==> src/rtl/game_sequencer.sv <==
// ---------------------------------------------------------------------------
// game_sequencer
//   Baccarat-style dealing sequencer. Requests cards from a deck, issues one
//   load strobe per card received, applies the third-card drawing rules and
//   registers the win lights when the round resolves.
//
//   Optional build macro: DEAL_TIMEOUT_EN
//     defined   -> a deal state that waits TIMEOUT_CYCLES cycles without a
//                  card aborts the round to IDLE and raises timeout_err.
//     undefined -> deal states wait forever; timeout_err is tied to 0.
//
//   Ports
//     slow_clock        in   sole clock, rising edge
//     reset             in   synchronous, active-high
//     start             in   begin a round (honoured in IDLE/RESULT only)
//     card_valid        in   deck has a card (only looked at while card_req)
//     pscore, dscore    in   [3:0] hand scores 0-9 from the scorer
//     pcard3            in   [3:0] raw player third card code 1-13
//     card_req          out  card wanted (deal states only)
//     load_pcard1..3,
//     load_dcard1..3    out  one-cycle load strobes, at most one high
//     busy              out  high outside IDLE and RESULT
//     player_win_light,
//     dealer_win_light  out  result lights (both lit on a tie)
//     timeout_err       out  round aborted by a card-wait timeout
// ---------------------------------------------------------------------------
module game_sequencer #(
    parameter int TIMEOUT_CYCLES = 255
) (
    input  logic       slow_clock,
    input  logic       reset,
    input  logic       start,
    input  logic       card_valid,
    input  logic [3:0] pscore,
    input  logic [3:0] dscore,
    input  logic [3:0] pcard3,
    output logic       card_req,
    output logic       load_pcard1,
    output logic       load_pcard2,
    output logic       load_pcard3,
    output logic       load_dcard1,
    output logic       load_dcard2,
    output logic       load_dcard3,
    output logic       busy,
    output logic       player_win_light,
    output logic       dealer_win_light,
    output logic       timeout_err
);

    if (TIMEOUT_CYCLES < 1) begin : g_bad_timeout
        $error("TIMEOUT_CYCLES must be at least 1");
    end

    typedef enum logic [3:0] {
        S_IDLE, S_P1, S_D1, S_P2, S_D2, S_EVAL,
        S_P3, S_PW, S_D3, S_DW, S_RESULT
    } state_t;

    state_t     state, next_state;
    logic       is_deal;
    logic       to_hit;
    logic       start_ok;
    logic [3:0] v;

    // Dealer third-card rule, keyed on the dealer score and the player's
    // third-card value.
    function automatic logic dealer_draws(input logic [3:0] d, input logic [3:0] cv);
        logic r;
        r = 1'b0;
        case (d)
            4'd0, 4'd1, 4'd2: r = 1'b1;
            4'd3:             r = (cv != 4'd8);
            4'd4:             r = (cv >= 4'd2) && (cv <= 4'd7);
            4'd5:             r = (cv >= 4'd4) && (cv <= 4'd7);
            4'd6:             r = (cv >= 4'd6) && (cv <= 4'd7);
            default:          r = 1'b0;
        endcase
        return r;
    endfunction

    // Face cards and tens count as zero.
    assign v = (pcard3 <= 4'd9) ? pcard3 : 4'd0;

    assign is_deal  = (state == S_P1) || (state == S_D1) || (state == S_P2) ||
                      (state == S_D2) || (state == S_P3) || (state == S_D3);
    assign busy     = (state != S_IDLE) && (state != S_RESULT);
    assign start_ok = start && !busy;

`ifdef DEAL_TIMEOUT_EN
    localparam int CW = $clog2(TIMEOUT_CYCLES + 1);

    logic [CW-1:0] wait_cnt;
    logic          terr_q;

    // The cycle in which the counter would reach the limit is the last
    // waiting cycle; the abort takes effect on that edge.
    assign to_hit = is_deal && !card_valid && (wait_cnt == CW'(TIMEOUT_CYCLES - 1));

    always_ff @(posedge slow_clock) begin
        if (reset)
            wait_cnt <= '0;
        else if (next_state != state)
            wait_cnt <= '0;
        else if (is_deal && !card_valid)
            wait_cnt <= wait_cnt + 1'b1;
    end

    always_ff @(posedge slow_clock) begin
        if (reset)
            terr_q <= 1'b0;
        else if (to_hit)
            terr_q <= 1'b1;
        else if (start_ok)
            terr_q <= 1'b0;
    end

    assign timeout_err = terr_q;
`else
    assign to_hit      = 1'b0;
    assign timeout_err = 1'b0;
`endif

    always_ff @(posedge slow_clock) begin
        if (reset)
            state <= S_IDLE;
        else
            state <= next_state;
    end

    always_comb begin
        next_state = state;
        case (state)
            S_IDLE:   if (start) next_state = S_P1;
            S_P1:     if (card_valid) next_state = S_D1;
            S_D1:     if (card_valid) next_state = S_P2;
            S_P2:     if (card_valid) next_state = S_D2;
            S_D2:     if (card_valid) next_state = S_EVAL;
            S_EVAL: begin
                if (pscore >= 4'd8 || dscore >= 4'd8)
                    next_state = S_RESULT;
                else if (pscore <= 4'd5)
                    next_state = S_P3;
                else if (dscore <= 4'd5)
                    next_state = S_D3;
                else
                    next_state = S_RESULT;
            end
            S_P3:     if (card_valid) next_state = S_PW;
            S_PW:     next_state = dealer_draws(dscore, v) ? S_D3 : S_RESULT;
            S_D3:     if (card_valid) next_state = S_DW;
            S_DW:     next_state = S_RESULT;
            S_RESULT: if (start) next_state = S_P1;
            default:  next_state = S_IDLE;
        endcase
        if (to_hit)
            next_state = S_IDLE;
    end

    // Mealy strobes; gated by reset so nothing leaks out while a reset is
    // pending in the middle of a handshake.
    always_comb begin
        card_req    = is_deal && !reset;
        load_pcard1 = (state == S_P1) && card_valid && !reset;
        load_dcard1 = (state == S_D1) && card_valid && !reset;
        load_pcard2 = (state == S_P2) && card_valid && !reset;
        load_dcard2 = (state == S_D2) && card_valid && !reset;
        load_pcard3 = (state == S_P3) && card_valid && !reset;
        load_dcard3 = (state == S_D3) && card_valid && !reset;
    end

    // Lights capture the scores on the edge that enters RESULT and then hold.
    always_ff @(posedge slow_clock) begin
        if (reset || to_hit || start_ok) begin
            player_win_light <= 1'b0;
            dealer_win_light <= 1'b0;
        end else if (next_state == S_RESULT && state != S_RESULT) begin
            player_win_light <= (pscore >= dscore);
            dealer_win_light <= (dscore >= pscore);
        end
    end

endmodule

==> config.mk <==
export PLATFORM = sky130hd
export DESIGN_NAME = game_sequencer
export DESIGN_NICKNAME = d
export VERILOG_FILES = /design/src/rtl/game_sequencer.sv
export SDC_FILE = /design/constraint.sdc
export NUM_CORES = 1
export LEC_CHECK = 0
export CAP_MARGIN = 40
export CELL_PAD_IN_SITES_DETAIL_PLACEMENT = 0
export CELL_PAD_IN_SITES_GLOBAL_PLACEMENT = 1
export CORE_MARGIN = 1.5
export CORE_UTILIZATION = 33
export DETAILED_ROUTE_END_ITERATION = 16
export PLACE_DENSITY = 0.95
export SLEW_MARGIN = 15
export SYNTH_ARGS = -nofsm -noshare
export SYNTH_HDL_FRONTEND = slang
export SYNTH_SLANG_ARGS = --single-unit
==> constraint.sdc <==
create_clock -name slow_clock -period 3.45 [get_ports slow_clock]
set_input_delay 0.5175 -clock slow_clock [delete_from_list [all_inputs] [get_ports slow_clock]]
set_output_delay 0.5175 -clock slow_clock [all_outputs]
set_load 0.05 [all_outputs]
==> results of run 1 <==
[state kept, by name, indices dropped and copies added (netlist names)]
signal	flops
state	4
dealer_win_light	1
player_win_light	1
[worst reg2reg max path, cell delays in order, from the launching register on]
cell,delay (ns)
dfxtp_1,0.55
nor2b_4,0.25
nand3_1,0.10
nor4_1,0.34
o211ai_2,0.17
mux2_1,0.32
[metal layers]
| layer | vias up | routed length (um) | track usage |
|---|---|---|---|
| li1 | 397 | - | - |
| met1 | 333 | 878 | 0.207 |
| met2 | 17 | 740 | 0.231 |
| met3 | 0 | 73 | 0.0394 |
| met4 | 0 | 0 | 0.0278 |
| met5 | - | 0 | 0 |
[report_power, final]
| group | switching (mW) | internal (mW) | total, mW |
|---|---|---|---|
| logic | 0.0651 | 0.0572 | 0.122 |
| clock network | 0.0260 | 0.0394 | 0.0654 |
| registers | 0.0134 | 0.0732 | 0.0866 |
| total | 0.104 | 0.170 | 0.274 |
[cell usage after synthesis (2+ instances only)]
cell type	count
buf_2	2
nor4_1	4
nor2b_1	3
inv_1	9
nand3_1	3
nand2b_1	4
a21oi_1	10
mux2i_1	2
dfxtp_1	6
nor3_1	3
o21ai_1	2
o21ai_0	2
or3b_1	2
ha_1	4
nand2_1	3
nor2_1	6
a211o_1	2
nand4_1	2
[final cells by class]
| type | count | area [um2] |
|---|---|---|
| Clock buffer | 3 | 22.5 |
| Fill cell | 198 | 1020 |
| Multi-Input combinational cell | 74 | 520 |
| Tap cell | 27 | 33.8 |
| Timing Repair Buffer | 25 | 250 |
| Sequential cell | 6 | 120 |
| Inverter | 10 | 51.3 |
[cells by family after synthesis]
kind of cell	share of synthesized area
AOI/OAI and AO/OA	0.259
other	0.00518
and+or+nand+nor	0.330
xor gates and xnor gates	0.0121
adders and majority gates	0.0691
muxes	0.0432
buffers and inverters	0.116
DFF	0.166
[final timing paths]
check	endpoint	slack, ns	depth (start not counted)
hold / removal	dealer_win_light$_SDFFE_PP0P_	0.46	2
hold reg to reg	dealer_win_light$_SDFFE_PP0P_	0.46	2
setup / recovery	load_dcard1	0.31	5
setup reg to reg	player_win_light$_SDFFE_PP0P_	1.60	5
[stage by stage]
stage | cell area (um2) | util
global route | 998 | 0.494
global placement | 976 | 0.483
floorplan | 724 | -
detailed placement | 976 | 0.483
CTS | 998 | 0.494
finish | 998 | 0.494
==> run summary, run 1 <==
Power Dens Cells = 275 nW/um2
starting density of the core = 0.358
final hold violations = 0
top post-synthesis cells by area = dfxtp_1 (17%), a21oi_1 (6.9%), ha_1 (6.9%)
post-synthesis cell type count = 44
FP Rows = 16
Slew Limit Headroom = 0.649
vias in the first global route = 693
skew final = 0.00186 ns
fmax = 319 MHz
synthesized cell area = 724 um2
CP Buf/Inv Count = 2
required time worst endpoint = 2.93 ns
DR WL/cell = 11.7 um
Slowest-stage cell, CP = clkdlybuf4s50_1
hold slack = 0.463 ns
element type at the critical path end = primary output
initial antenna violation count = 0
Avg Vias per Cell = 5.15
Crit Path Class = input port to primary output
actual slew at the worst max-slew pin = 0.526 ns
count of non-filler cells in the finished layout = 145
leakage power = 0.362 nW
DRT Wirelength = 1690 um
Tmin final = 3.14 ns
outcome = finished, final reports clean
CP top delay family = buffers and inverters
GR Util All Layers = 0.149
worst slack at placement = 0.322 ns
Core Area = 2020 um2
YS warnings = 0
largest net degree at the start of global routing = 16
maximum vdd drop = 172 uV
commonest non-fill, non-tap cells in the layout = clkdlybuf4s50_1 (25), a21oi_1 (10), inv_1 (9)
MaxCap Viol Count = 0
worst-path cell chain = clkdlybuf4s50_1 -> nand2b_1 -> or3_1 -> nor3_1 -> clkdlybuf4s50_1
Post-Syn Instances = 95
asr flop ratio synth = 0
clock tree buffer depth = 2
Clk pin slew, worst setup/hold paths = 0.04 ns
Tot Pwr = 0.274 mW
share of cells above drive strength 1 = 0.102
Synth top area share = 0.166
dominant cell type by area after synthesis = dfxtp_1
Mean Syn Cell Area = 7.63 um2
endpoints failing setup = 0
placed cell count = 142
Die Wd = 49.9 um
Crit path top cell by count = clkdlybuf4s50_1
CTS Hold Bufs = 0
IO Port Bufs = 25
start point of the critical path = reset
first-pass GRT wire length = 2940 um
syn_nets = 115
max incr delay on CP = 0.83 ns
most common cell after layout, fill and taps aside = clkdlybuf4s50_1
number of gates resized after CTS = 0
Worst Path Max Fanout = 7
total CTS buffers = 3
via count = 747
fin crit share = 0.909
DRC viols = 0
H-tree Lvls = 1
IO Pins = 27
final net count = 140
Setup WS post-layout = 0.315 ns
Worst Setup Start Kind = input port
HPWL Detailed = 1330 um
Clock Latency Late Sink = 0.24 ns
die area = 2490 um2
arrival time worst endpoint = 2.62 ns
RSZ-0062 raised after global routing = false
Post-CTS Setup Inserts = 0
hold_sp = dealer_win_light$_SDFFE_PP0P_
sequential fraction of the synthesis area = 0.166
Antenna Cells = 0
setup TNS = 0 ns
Die Y = 49.9 um
Synth Register Bits = 6
Clock Root Buffer = clkbuf_4
drt first pass iters = 4
gp weighted congestion = 0.786
CTS tree = built
reg2reg start = state[2]$_SDFF_PP0_
gr ovfl total = 0
ys flop type = dfxtp_1
Slew Viols, Final = 0
hold crit path type = register to register
area delta synth->final = 37.8%
Post-synth EDFFs = 0
remaining antenna violation count = 0
CTS sink count = 6
DRT iter0 DRCs = 15
No activity file was read; power rests on OpenSTA's default activity.
==> run 2: changes to the inputs <==
Settings changed: CTS_CLUSTER_DIAMETER set to 30, PLACE_DENSITY 0.95 to unset, PLACE_DENSITY_LB_ADDON set to 0.1.
==> run 2 against run 1 <==
First-iteration DRC count increased by 6.7%. Flip-flop and latch count stayed put. Die area is the same. Largest cell class unchanged.
==> run summary, run 2 (synthesis results as in run 1) <==
outcome = finished, final reports clean
FP Rows = 16
Avg Vias per Cell = 5.14
largest net degree at the start of global routing = 16
Clock Root Buffer = clkbuf_4
maximum vdd drop = 195 uV
Register Area = 120 um2
Largest register FFs = 4
Core Area = 2020 um2
number of gates resized after CTS = 0
top flop regs = state x4, dealer_win_light x1, player_win_light x1
required time worst endpoint = 2.93 ns
DR WL/cell = 11.8 um
RSZ-0062 raised after global routing = false
Slew Limit Headroom = 0.637
element type at the critical path end = primary output
arrival time worst endpoint = 2.59 ns
Clock Latency Late Sink = 0.24 ns
reg2reg start = state[2]$_SDFF_PP0_
Crit Path Class = input port to primary output
commonest non-fill, non-tap cells in the layout = clkdlybuf4s50_1 (24), a21oi_1 (10), inv_1 (9)
Post-CTS Setup Inserts = 0
leakage power = 0.364 nW
hold slack = 0.457 ns
CTS tree = built
IO Port Bufs = 25
die area = 2490 um2
initial antenna violation count = 0
start point of the critical path = reset
final net count = 140
HPWL Detailed = 1340 um
actual slew at the worst max-slew pin = 0.544 ns
final hold violations = 0
skew final = 0.000497 ns
total CTS buffers = 3
DRT iter0 DRCs = 16
Tmin final = 3.10 ns
drt first pass iters = 4
via count = 745
remaining antenna violation count = 0
endpoints failing setup = 0
GR Util All Layers = 0.156
MaxCap Viol Count = 0
R2R depth = 5
first-pass GRT wire length = 3080 um
fin crit share = 0.900
area delta synth->final = 37.5%
H-tree Lvls = 1
FILL cells = 221
CTS sink count = 6
setup TNS = 0 ns
clock tree buffer depth = 2
share of cells above drive strength 1 = 0.110
Power Dens Cells = 272 nW/um2
IO Pins = 27
fmax = 322 MHz
DRC viols = 0
hold_sp = dealer_win_light$_SDFFE_PP0P_
Die Y = 49.9 um
Worst Path Max Fanout = 7
hold crit path type = register to register
Multi-input gate area = 520 um2
vias in the first global route = 725
most common cell after layout, fill and taps aside = clkdlybuf4s50_1
Die Wd = 49.9 um
gr ovfl total = 0
Antenna Cells = 0
starting density of the core = 0.358
Tot Pwr = 0.270 mW
DRT Wirelength = 1710 um
Slew Viols, Final = 0
Clk pin slew, worst setup/hold paths = 0.04 ns
largest register by flop count = state
gp weighted congestion = 0.718
Worst Setup Start Kind = input port
CTS Hold Bufs = 0
Hold Crit Depth = 2
[run 2: cell count changes in the layout (fill, tap and decap cells not counted), sizes merged]
cell | previous run | this run
buf | 0 | 1
clkdlybuf4s50 | 25 | 24
[run 2: per-layer routing]
layer	wire (um)	global-route usage	vias to the layer above
li1	-	-	389
met1	935	0.226	335
met2	675	0.220	21
met3	101	0.0303	0
met4	0	0.0694	0
met5	0	0	-
[run 2: cell type report]
cell class | count | share of cell area
Multi-Input combinational cell | 74 | 0.523
Timing Repair Buffer | 25 | 0.249
Sequential cell | 6 | 0.121
Inverter | 10 | 0.0515
Tap cell | 27 | 0.0339
Clock buffer | 3 | 0.0226
[run 2: path summary, 6_finish.rpt]
check / slack, ns / end
worst max-delay path: 0.35 / load_pcard1
worst min-delay path: 0.46 / dealer_win_light$_SDFFE_PP0P_
worst max register to register: 1.57 / player_win_light$_SDFFE_PP0P_
worst min register to register: 0.46 / dealer_win_light$_SDFFE_PP0P_
[run 2: stage by stage]
step | utilization | worst slack, ns | area, um2 | instances
2_1_floorplan | - | 0.744 | 724 | 95
3_3_place_gp | 0.481 | 0.380 | 973 | 142
3_5_place_dp | 0.481 | 0.334 | 973 | 142
4_1_cts | 0.493 | 0.334 | 996 | 145
5_1_grt | 0.493 | 0.258 | 996 | 145
6_report | 0.493 | 0.345 | 996 | 145
[run 2: power breakdown]
group	leakage (nW)	total (mW)	internal, mW	switching [mW]
Clock	0.0138	0.0613	0.0391	0.0221
Combinational	0.301	0.122	0.0570	0.0653
Sequential	0.0487	0.0868	0.0733	0.0135
Total	0.364	0.270	0.169	0.101
[run 2: critical path, stage by stage]
cell	delay, ns
clkdlybuf4s50_1	0.53
nand2b_1	0.25
or3_1	0.36
nor2b_1	0.12
clkdlybuf4s50_1	0.81
